<file path="config.mk">
export PLATFORM = sky130hd
export DESIGN_NAME = sample_packer
export DESIGN_NICKNAME = d
export VERILOG_FILES = /design/src/rtl/sample_packer.sv
export SDC_FILE = /design/constraint.sdc
export NUM_CORES = 1
export LEC_CHECK = 0
export ABC_CLOCK_PERIOD_IN_PS = 1700
export BUFFER_PORTS_ARGS = -buffer_cell sky130_fd_sc_hd__buf_4
export CAP_MARGIN = 5
export CORE_ASPECT_RATIO = 1.75
export CORE_MARGIN = 4
export CORE_UTILIZATION = 45
export CTS_CLUSTER_DIAMETER = 200
export CTS_CLUSTER_SIZE = 40
export DETAILED_ROUTE_END_ITERATION = 10
export PLACE_DENSITY = 0.67
export SLEW_MARGIN = 5
export SYNTH_ARGS = -nofsm -noshare
export SYNTH_HDL_FRONTEND = slang
export SYNTH_SLANG_ARGS = --single-unit
</file>
<file path="constraint.sdc">
create_clock -name clk -period 1.7 [get_ports clk]
set_clock_uncertainty 0.1 [all_clocks]
set_input_delay 0.34 -clock clk [delete_from_list [all_inputs] [get_ports clk]]
set_output_delay 0.34 -clock clk [all_outputs]
set_load 0.03 [all_outputs]
</file>
<file path="src/rtl/sample_packer.sv">
// Packs a stream of N-bit samples into WIDTH_VECTOR-lane vectors and pushes them into the core input FIFO.
// A fill register and a one-entry output buffer together hold at most two complete vectors under backpressure.
module sample_packer #(
  parameter int WIDTH_VECTOR = 16,
  parameter int N            = 16,
  parameter int WC           = 16
) (
  input  logic                      clk,
  input  logic                      rstn,
  input  logic                      s_valid,
  output logic                      s_ready,
  input  logic [N-1:0]              s_data,
  input  logic                      s_last,
  output logic [WIDTH_VECTOR*N-1:0] fifo_wdata,
  output logic                      fifo_winc,
  input  logic                      fifo_full,
  output logic [WC-1:0]             vec_cnt,
  output logic                      pad_flag
);

  localparam int LW = $clog2(WIDTH_VECTOR);
  localparam int VW = WIDTH_VECTOR * N;

  typedef enum logic {
    ST_FILLING = 1'b0,
    ST_HELD    = 1'b1
  } state_t;

  state_t          r_state;
  state_t          w_state_nxt;
  logic [LW-1:0]   r_lane_idx;
  logic [VW-1:0]   r_fill;
  logic            r_fill_pad;
  logic            r_out_valid;
  logic [VW-1:0]   r_out_data;
  logic            r_out_pad;
  logic [WC-1:0]   r_vec_cnt;

  logic            w_accept;
  logic            w_push;
  logic            w_out_free;
  logic            w_last_lane;
  logic            w_complete;
  logic            w_done_pad;
  logic [VW-1:0]   w_fill_wr;
  logic            w_load_fill;
  logic            w_load_held;
  logic            w_hold;

  // s_ready is a pure function of the FSM state, so upstream never sees a combinational path back from s_valid.
  assign s_ready     = (r_state == ST_FILLING);
  assign w_accept    = s_valid & s_ready;
  assign w_push      = r_out_valid & ~fifo_full;
  assign w_out_free  = ~r_out_valid | w_push;
  assign w_last_lane = (r_lane_idx == LW'(WIDTH_VECTOR - 1));
  assign w_complete  = w_accept & (w_last_lane | s_last);
  assign w_done_pad  = s_last & ~w_last_lane;

  assign fifo_wdata  = r_out_data;
  assign fifo_winc   = w_push;
  assign pad_flag    = r_out_pad & r_out_valid;
  assign vec_cnt     = r_vec_cnt;

  // Fill contents including the sample being accepted; lanes above it are already zero,
  // which is what makes an early s_last come out zero-padded.
  always_comb begin
    w_fill_wr = r_fill;
    for (int i = 0; i < WIDTH_VECTOR; i++) begin
      if (r_lane_idx == LW'(i)) w_fill_wr[i*N +: N] = s_data;
    end
  end

  always_ff @(posedge clk or negedge rstn) begin
    if (!rstn) r_state <= ST_FILLING;
    // NOTE: sequential state always uses non-blocking assignment so every flop samples pre-edge values.
    else       r_state <= w_state_nxt;
  end

  always_comb begin
    // NOTE: every output of this block gets a default first, so no path can infer a latch.
    w_state_nxt = r_state;
    w_load_fill = 1'b0;
    w_load_held = 1'b0;
    w_hold      = 1'b0;
    case (r_state)
      ST_FILLING: begin
        if (w_complete) begin
          if (w_out_free) begin
            w_load_fill = 1'b1;
          end else begin
            w_hold      = 1'b1;
            w_state_nxt = ST_HELD;
          end
        end
      end
      ST_HELD: begin
        if (w_out_free) begin
          w_load_held = 1'b1;
          w_state_nxt = ST_FILLING;
        end
      end
      default: w_state_nxt = ST_FILLING;
    endcase
  end

  // NOTE: the vector registers are reset on purpose: the outputs must read zero during reset
  // and a reset must discard any partial or held vector.
  always_ff @(posedge clk or negedge rstn) begin
    if (!rstn) begin
      r_lane_idx <= '0;
      r_fill     <= '0;
      r_fill_pad <= 1'b0;
    end else if (w_load_fill || w_load_held) begin
      r_lane_idx <= '0;
      r_fill     <= '0;
      r_fill_pad <= 1'b0;
    end else if (w_hold) begin
      r_fill     <= w_fill_wr;
      r_fill_pad <= w_done_pad;
    end else if (w_accept) begin
      r_fill     <= w_fill_wr;
      r_lane_idx <= r_lane_idx + LW'(1);
    end
  end

  always_ff @(posedge clk or negedge rstn) begin
    if (!rstn) begin
      r_out_valid <= 1'b0;
      r_out_data  <= '0;
      r_out_pad   <= 1'b0;
    end else if (w_load_fill) begin
      r_out_valid <= 1'b1;
      r_out_data  <= w_fill_wr;
      r_out_pad   <= w_done_pad;
    end else if (w_load_held) begin
      r_out_valid <= 1'b1;
      r_out_data  <= r_fill;
      r_out_pad   <= r_fill_pad;
    end else if (w_push) begin
      r_out_valid <= 1'b0;
    end
  end

  always_ff @(posedge clk or negedge rstn) begin
    if (!rstn)       r_vec_cnt <= '0;
    else if (w_push) r_vec_cnt <= r_vec_cnt + WC'(1);
  end

  a_stable_when_full: assert property (@(posedge clk) disable iff (!rstn)
    (r_out_valid && fifo_full) |=> $stable(r_out_data));

  a_no_accept_in_held: assert property (@(posedge clk) disable iff (!rstn)
    (r_state == ST_HELD) |-> !w_accept);

endmodule

</file>
# After elaboration in Yosys (flattened, before gate mapping)
# Cells that the tools add are included.
# totals
out_inout_bits	275
ff_bits	536
elab_cells	84
# classes
n_eq_ne	16
n_addsub	2
n_bitwise	11
n_reduce_logical	8
mux	39
# op_table
operator	n
two-way mux 256 bit	5
two-way mux 16 bit	16
equality test 4 bit (second input constant)	8
adder 16 x 1 -> 16 bit (second input constant)	1
equality test 4 x 3 -> 1 bit (second input constant)	4
two-way mux 1 bit	14
two-way mux 4 bit	3
equality test 4 x 2 -> 1 bit (second input constant)	2
nonzero test 2 bit	3
nonzero test 3 bit	2
bitwise AND 1 bit	5
adder 4 x 1 -> 4 bit (second input constant)	1
equality test 4 x 1 -> 1 bit (second input constant)	1
zero test 4 bit	1
inverter 1 bit	4
inequality test 2 x 1 -> 1 bit (second input constant)	1
OR 1 bit	2
one-hot mux 1 bit (2 select lines)	1
AND reduction 2 bit	1
logical OR 1 bit	1

# Longest topological paths before layout
# Gate-level depths: netlist of run 1.
# logic_depth
word_depth	9
ltp_mapped	9
mapped_depth_nobuf	5

# Worst setup path before layout of run 1
# Ideal clock, no wire load.
# synth_timing
path_kind	register to register
from	reg r_lane_idx[0]
to	reg r_out_data[213], in the netlist fifo_wdata[213]
required_time_ns	1.468
t_arrival_ns	1.643
stages_incl_launch_ff	9
slack_ns	-0.176
path_buffers	3
synth_period_minus_slack_ns	1.876
cell_sequence	dfrtp_1 ha_1 buf_2 a31oi_4 nor2b_4 nand2_1 buf_6 clkbuf_1 o21ai_1
# synth_between
elab_chain_cells	6
word_cells_on_any_way	9
classes_between	eq/ne: 2; mux: 4; bitwise: 2; reduce/logical: 1
# synth_lines
element	line_no	text
from (decl)	31	logic [LW-1:0] r_lane_idx;
from (signal assigned)	122	r_lane_idx <= r_lane_idx + LW'(1);
equality test 4 bit	55	assign w_last_lane = (r_lane_idx == LW'(WIDTH_VECTOR - 1));
OR 1 bit	56	assign w_complete = w_accept & (w_last_lane | s_last);
bitwise AND 1 bit	56	
two-way mux 1 bit	87	if (w_complete) begin
two-way mux 1 bit	85	case (r_state)
two-way mux 256 bit / nonzero test 2 bit (equally long branches)	--	
to (signal assigned)	133	r_out_data <= w_fill_wr;
to (signal assigned)	137	r_out_data <= r_fill;
to (decl)	35	logic [VW-1:0] r_out_data;
# Parallel ways exist; a longest one is shown, timed or not.
# A chain may end at the register's enable or synchronous reset.

# Final worst setup path of run 1
# layout_timing
from	reg r_lane_idx[1]
to	reg r_out_data[142], in the netlist fifo_wdata[142]
# Same word-level chain as after synthesis.

==> results of run 1 <==
-- sequential cells by signal, indices dropped and copies added, names as in the netlist --
name / count
fifo_wdata: 256
r_fill: 256
vec_cnt: 16
r_lane_idx: 4
r_fill_pad: 1
r_out_pad: 1
r_out_valid: 1
r_state: 1
-- worst min-delay path: cells and delay by family --
family          cells  cell delay, ns
buf+inv             2            0.26
simple gates        1            0.08
compound gates      1            0.08
-- cell usage after synthesis, types with 2 or more instances --
cell type	number
nor3b_1	2
buf_6	57
a22oi_1	56
dfrtp_1	536
and2_1	4
nor3b_2	3
a22oi_2	200
o21ai_0	248
and3_1	2
nand4_1	8
nor2b_4	2
xnor2_1	13
nand2_1	268
clkbuf_1	71
nor2b_1	2
ha_1	5
buf_4	16
xor2_1	2
nand3_1	3
mux2i_1	257
nand3_2	3
mux2_2	2
and4_1	3
buf_1	8
buf_2	40
inv_1	4
nor2_1	3
nand3b_1	8
o21ai_1	266
-- how the worst max path moves through the flow --
stage,start,end,cells past startpoint
detailed placement,r_lane_idx[0]$_DFFE_PN0P_,fifo_wdata[35]$_DFFE_PN0P_,7
global route,r_lane_idx[1]$_DFFE_PN0P_,fifo_wdata[127]$_DFFE_PN0P_,8
finish,r_lane_idx[1]$_DFFE_PN0P_,fifo_wdata[142]$_DFFE_PN0P_,8
floorplan,r_lane_idx[1]$_DFFE_PN0P_,fifo_wdata[183]$_DFFE_PN0P_,9
CTS,r_lane_idx[0]$_DFFE_PN0P_,fifo_wdata[50]$_DFFE_PN0P_,7
global placement,r_lane_idx[0]$_DFFE_PN0P_,fifo_wdata[38]$_DFFE_PN0P_,7
-- stage by stage --
stage          power, mW  setup WS (ns)  cells  utilization  area, um^2
3_5_place_dp        23.9         -0.290   3035        0.525       28100
3_3_place_gp        23.6         -0.260   3035        0.525       28100
5_1_grt             32.1         -0.305   3118        0.568       30400
2_1_floorplan       20.3        -0.0583   2106            -       24500
6_report            30.8         -0.245   3118        0.568       30400
4_1_cts             30.2         -0.192   3081        0.545       29200
-- final cells by class --
type	instances	area, um^2
repair buffers	501	5120
clock inverters	1	30.0
flip-flops and latches	536	13400
diodes	1	2.50
well taps	684	856
clock buffers	17	425
multi-input cells	1374	10500
fillers	4438	23100
inverters	4	22.5
-- timing repair --
| item | CTS | global route |
|---|---|---|
| endpoints found under the hold margin | 298 | 0 |
| pin swaps | 5 | 14 |
| setup buffers | 19 | 21 |
| setup endpoints to repair | 531 | 555 |
| gates resized for setup | 91 | 185 |
| cloned | 7 | 15 |
| hold buffers | 2 | 0 |
-- routing by layer --
| metal | up-vias | share of wire | track usage | routed length [um] |
|---|---|---|---|---|
| met5 | - | 0 | 0 | 0 |
| met4 | 0 | 0.039 | 0.0922 | 3140 |
| met3 | 132 | 0.064 | 0.0418 | 5150 |
| met2 | 727 | 0.51 | 0.435 | 40600 |
| met1 | 9753 | 0.39 | 0.334 | 31000 |
| li1 | 8244 | - | - | - |
-- layout by cell type (no fill, tap or decap), drive strengths merged, types with 4 or more instances in the layout --
| master | synthesis | final |
|---|---|---|
| nor2b | 4 | 4 |
| dfrtp | 536 | 536 |
| inv | 4 | 4 |
| o21ai | 515 | 515 |
| nor3b | 5 | 5 |
| buf | 121 | 487 |
| ha | 5 | 5 |
| mux2i | 257 | 257 |
| xnor2 | 13 | 13 |
| nand2 | 268 | 268 |
| nand3 | 6 | 6 |
| a22oi | 256 | 256 |
| and2 | 4 | 4 |
| clkbuf | 72 | 28 |
| nand4 | 8 | 8 |
| nand3b | 8 | 8 |
-- cells by family after synthesis --
group | Yosys count | synth area share
adders and majority gates | 5 | 0.00256
xor gates and xnor gates | 15 | 0.00538
and+or+nand+nor | 312 | 0.0547
buffers and inverters | 197 | 0.0523
DFF | 536 | 0.549
muxes | 259 | 0.106
AOI/OAI and AO/OA | 782 | 0.230
-- power by group through the flow --
stage               Sequential [mW]  Combinational [mW]  Clock [mW]
detailed placement             15.5                8.31           0
CTS                            15.3                8.95        5.87
global route                   15.6                10.3        6.28
floorplan                      16.8                3.43           0
global placement               15.5                8.09           0
finish                         15.5                9.67        5.71
==> flow_metrics.py, run 1 <==
metrics = {
    "status": {
        "status": "finished with violations",
        "violations": "negative setup slack",
    },
    "synthesis": {
        "yosysTopAreaCellShare": 0.549,
        "synth_seq_cells": 536,
        "ys.flop_type": "dfrtp_1",
        "yosys-top-cells-area": "dfrtp_1 (55%), mux2i_1 (11%), a22oi_2 (10%)",
        "ys_seq_area_frac": 0.549,
        "async_reset_ff_frac": 1.00,
        "synth_cell_types": 43,
        "synth_area_mm2": 0.0244,
        "synth.largest_area_cell": "dfrtp_1",
        "avgSynthCellArea_um2": 11.6,
        "syn-num-nets": 2132,
        "synth-edff-count": 0,
        "syn_inst": 2106,
        "synth_warnings": 0,
    },
    "worst_hold_path": {
        "holdPathEnd": "r_fill_pad$_DFFE_PN0P_",
        "hold_depth": 4,
        "min_from": "s_last",
        "hp-class": "in2reg",
    },
    "floorplan": {
        "io-pin-count": 296,
        "num_rows": 112,
        "start_util": 0.456,
        "core_area_mm2": 0.0535,
        "die_x_um": 184,
        "fp.dieH_um": 316,
        "die_area_mm2": 0.0582,
    },
    "place": {
        "post-dp-hpwl_um": 48600,
        "port_buffers": 295,
        "place.gp.congestion": 0.825,
    },
    "clock_network": {
        "root_buffer": "clkbuf_16",
        "clkTransAtPathRegs_ns": 0.14,
        "clockBufferDepth": 3,
        "numCtsBuffers": 17,
        "cts_max_level": 1,
        "clock_latency_ns": 0.56,
        "cts_tree": "yes",
        "clock-sinks": 536,
    },
    "power": {
        "p_clk_frac": 0.185,
        "seq_power_share": 0.501,
        "vdd_drop_max_v": 0.00123,
        "power_switching_mw": 10.9,
        "p_comb_frac": 0.314,
        "p_int_mw": 20.0,
        "netSwitchingFraction": 0.352,
        "p_leak_nw": 14.0,
        "power_density_mw_per_mm2": 1010,
    },
    "final_layout": {
        "area_delta_synth_final_pct": 24.4,
        "drive_gt1_frac": 0.344,
        "final_nets": 2460,
    },
    "grt": {
        "grt_max_degree": 75,
        "overflow": 0,
        "grt_pass1_wl_um": 117000,
        "antenna_found_initial": 3,
        "grt.total_usage": 0.257,
        "grt_pass1_vias": 19000,
    },
    "drt": {
        "drc": 0,
        "dr.pass1.iters": 5,
        "post_drt_wl_per_cell_um": 25.6,
        "drtAntennaViolNets": 0,
        "wirelength_um": 79900,
        "num_vias": 18900,
        "viasPerCell": 6.05,
        "drt_iter0_markers": 1705,
    },
    "critical_path": {
        "start_kind": "flop",
        "r2r_slack_ns": -0.24,
        "path_buf_inv": 3,
        "crit_path_cell_trace": "ha_2, nand4_1, a21o_4, buf_16, buf_12, clkbuf_16, a22oi_2, o21ai_1",
        "crit_fanout": 6,
        "rr_worst_depth": 8,
        "rr_endpoint": "fifo_wdata[142]$_DFFE_PN0P_",
        "cp_slowest_stage_delay_ns": 0.39,
        "reg2reg_from": "r_lane_idx[1]$_DFFE_PN0P_",
        "end_kind": "flop",
        "worstPathArrival_ns": 2.31,
        "cp_slowest_cell": "dfrtp_1",
        "crit_required_ns": 2.07,
        "crit_family": "compound AO/OA/AOI/OAI gates",
        "crit_type": "reg2reg",
    },
    "job": {
        "maxCapViolCount": 0,
    },
    "sta": {
        "fmax_ghz": 0.514,
        "slew_headroom": 0.627,
        "period_share": 1.14,
        "setup_violations": 523,
        "rsz0062_at_grt": "yes",
        "whs_ns": 0.115,
        "timing.final.crit_period_ns": 1.94,
        "hold_viol_final": 0,
        "worstMarginPinSlew_ns": 0.560,
        "finalMaxSlewViolations": 0,
        "fin_tns_setup_ns": -75.39,
        "fin_ws_ns": -0.245,
    },
}
(Power assumes the default switching activity.)
==> inputs of run 2 (changes only) <==
--- a/config.mk
+++ b/config.mk
@@ -17,2 +17,3 @@
 export PLACE_DENSITY = 0.67
+export RECOVER_POWER = 100
 export SLEW_MARGIN = 5
==> constraint.sdc (replaced) <==
create_clock -name clk -period 1.7 [get_ports clk]
set_clock_uncertainty 0.1 [all_clocks]
set_input_delay 0.17 -clock clk [delete_from_list [all_inputs] [get_ports clk]]
set_output_delay 0.17 -clock clk [all_outputs]
set_load 0.03 [all_outputs]
==> run 2 against run 1 <==
Compared with the run above:
- largest cell class unchanged
- critical endpoint is now fifo_wdata[36]$_DFFE_PN0P_
- critical path type unchanged
- largest power group unchanged
- sequential cell count stayed put
- fmax shrank 2.1%
- core utilization rose by 0.44 points
- setup slack got worse by 0.042 ns
- clock power is 2% higher
- the flow still finishes with violations (negative setup slack)
==> flow_metrics.py, run 2 (synthesized netlist as in run 1, its figures left out) <==
metrics = {
    "sta": {
        "timing.final.crit_period_ns": 1.99,
        "worstMarginPinSlew_ns": 1.22,
        "slew_headroom": 0.189,
        "hold_viol_final": 0,
        "fin_ws_ns": -0.287,
        "setup_violations": 526,
        "fmax_ghz": 0.503,
        "fin_tns_setup_ns": -90.44,
        "rsz0062_at_grt": "yes",
        "finalMaxSlewViolations": 0,
        "period_share": 1.17,
        "whs_ns": 0.0254,
    },
    "final_layout": {
        "fin_area_mm2": 0.0306,
        "mostFrequentLayoutCells": "dfrtp_1 (536), o21ai_1 (343), nand2_1 (267)",
        "fin_cells": 3131,
        "fill_cells": 4498,
        "diodes": 0,
        "area_delta_synth_final_pct": 25.4,
        "final_common_cell": "dfrtp_1",
        "final_nets": 2473,
        "drive_gt1_frac": 0.375,
    },
    "clock_network": {
        "clock-sinks": 536,
        "clockBufferDepth": 3,
        "numCtsBuffers": 17,
        "cts_max_level": 1,
        "clock_latency_ns": 0.59,
        "root_buffer": "clkbuf_16",
        "clkTransAtPathRegs_ns": 0.15,
        "cts_tree": "yes",
    },
    "power": {
        "p_leak_nw": 13.7,
        "p_clk_frac": 0.191,
        "p_comb_frac": 0.304,
        "power_switching_mw": 11.0,
        "netSwitchingFraction": 0.361,
        "p_int_mw": 19.6,
        "seq_power_share": 0.505,
        "power_density_mw_per_mm2": 999,
        "vdd_drop_max_v": 0.00140,
    },
    "grt": {
        "grt_pass1_vias": 19200,
        "grt.total_usage": 0.261,
        "grt_pass1_wl_um": 119000,
        "antenna_found_initial": 0,
        "overflow": 0,
        "grt_max_degree": 71,
    },
    "critical_path": {
        "crit_type": "reg2reg",
        "worstPathArrival_ns": 2.38,
        "cp_slowest_stage_delay_ns": 0.43,
        "start_kind": "flop",
        "cp_slowest_cell": "dfrtp_1",
        "end_kind": "flop",
        "crit_fanout": 8,
        "path_buf_inv": 4,
        "crit_family": "buffers and inverters",
        "crit_path_cell_trace": "buf_6, clkinvlp_4, ha_4, nor3b_4, buf_12, buf_16, mux2i_4, o21ai_2",
        "crit_required_ns": 2.10,
    },
    "floorplan": {
        "io-pin-count": 296,
        "fp.dieH_um": 316,
        "core_area_mm2": 0.0535,
        "die_area_mm2": 0.0582,
        "start_util": 0.456,
        "num_rows": 112,
        "die_x_um": 184,
    },
    "drt": {
        "dr.pass1.iters": 5,
        "num_vias": 19100,
        "drtAntennaViolNets": 0,
        "wirelength_um": 81200,
        "drt_iter0_markers": 1616,
        "drc": 0,
        "viasPerCell": 6.10,
        "post_drt_wl_per_cell_um": 25.9,
    },
    "worst_hold_path": {
        "hp-class": "in2reg",
    },
    "place": {
        "port_buffers": 295,
        "dp_cells": 3041,
        "place.gp.congestion": 0.816,
        "post-dp-hpwl_um": 48300,
        "placed_area_mm2": 0.0282,
        "place_ws_ns": -0.270,
    },
    "status": {
        "status": "finished with violations",
        "violations": "negative setup slack",
    },
    "job": {
        "maxCapViolCount": 0,
    },
}
run 2: cell type report:
type / instances / area (um^2) / area share
Sequential cell: 536 / 13400 / 0.438
Multi-Input combinational cell: 1374 / 11200 / 0.365
Timing Repair Buffer: 514 / 4690 / 0.153
Tap cell: 684 / 856 / 0.0279
Clock buffer: 17 / 425 / 0.0139
Clock inverter: 2 / 38.8 / 0.00127
Inverter: 4 / 21.3 / 0.000694
run 2: tightest hold or removal path: cells and delay by family:
family	cells	cell delay (ns)
buffers and inverters	1	0.25
AO/OA/AOI/OAI	1	0.07
multiplexers	1	0.20
run 2: repair_timing:
| item | 4_1_cts | 5_1_grt |
|---|---|---|
| setup buffers | 26 | 19 |
| gates cloned | 9 | 18 |
| setup endpoints to repair | 518 | 527 |
| resized for setup | 121 | 325 |
| hold buffers | 5 | 0 |
| hold endpoints to repair | 544 | 0 |
| pin swaps | 11 | 26 |
run 2: final timing paths:
path / slack, ns / endpoint / depth (start not counted) / from
worst max register to register: -0.29 / fifo_wdata[36]$_DFFE_PN0P_ / 8 / r_lane_idx[0]$_DFFE_PN0P_
max in group asynchronous: 0.13 / r_fill[94]$_DFFE_PN0P_ / 4 / rstn
worst max-delay path: -0.29 / fifo_wdata[36]$_DFFE_PN0P_ / 8 / r_lane_idx[0]$_DFFE_PN0P_
worst min-delay path: 0.03 / fifo_wdata[194]$_DFFE_PN0P_ / 3 / s_data[2]
min in group asynchronous: 0.26 / fifo_wdata[39]$_DFFE_PN0P_ / 3 / rstn
worst min register to register: 0.40 / vec_cnt[15]$_DFFE_PN0P_ / 1 / vec_cnt[15]$_DFFE_PN0P_
run 2: per-layer routing:
metal,GRT usage,part of all wire
met4,0.0965,0.042
met2,0.443,0.51
met1,0.340,0.39
met5,0,0
met3,0.0363,0.061
run 2: power by group through the flow:
stage	combinational [mW]	sequential (mW)	clock, mW
floorplan	3.43	16.8	0
global placement	8.08	15.5	0
detailed placement	8.28	15.5	0
CTS	8.83	15.4	5.94
global route	9.87	15.6	6.34
finish	9.30	15.5	5.83
run 2: per-stage QoR:
step	utilization	power (mW)
2_1_floorplan	-	20.3
3_3_place_gp	0.527	23.6
3_5_place_dp	0.527	23.8
4_1_cts	0.553	30.1
5_1_grt	0.572	31.8
6_report	0.572	30.6
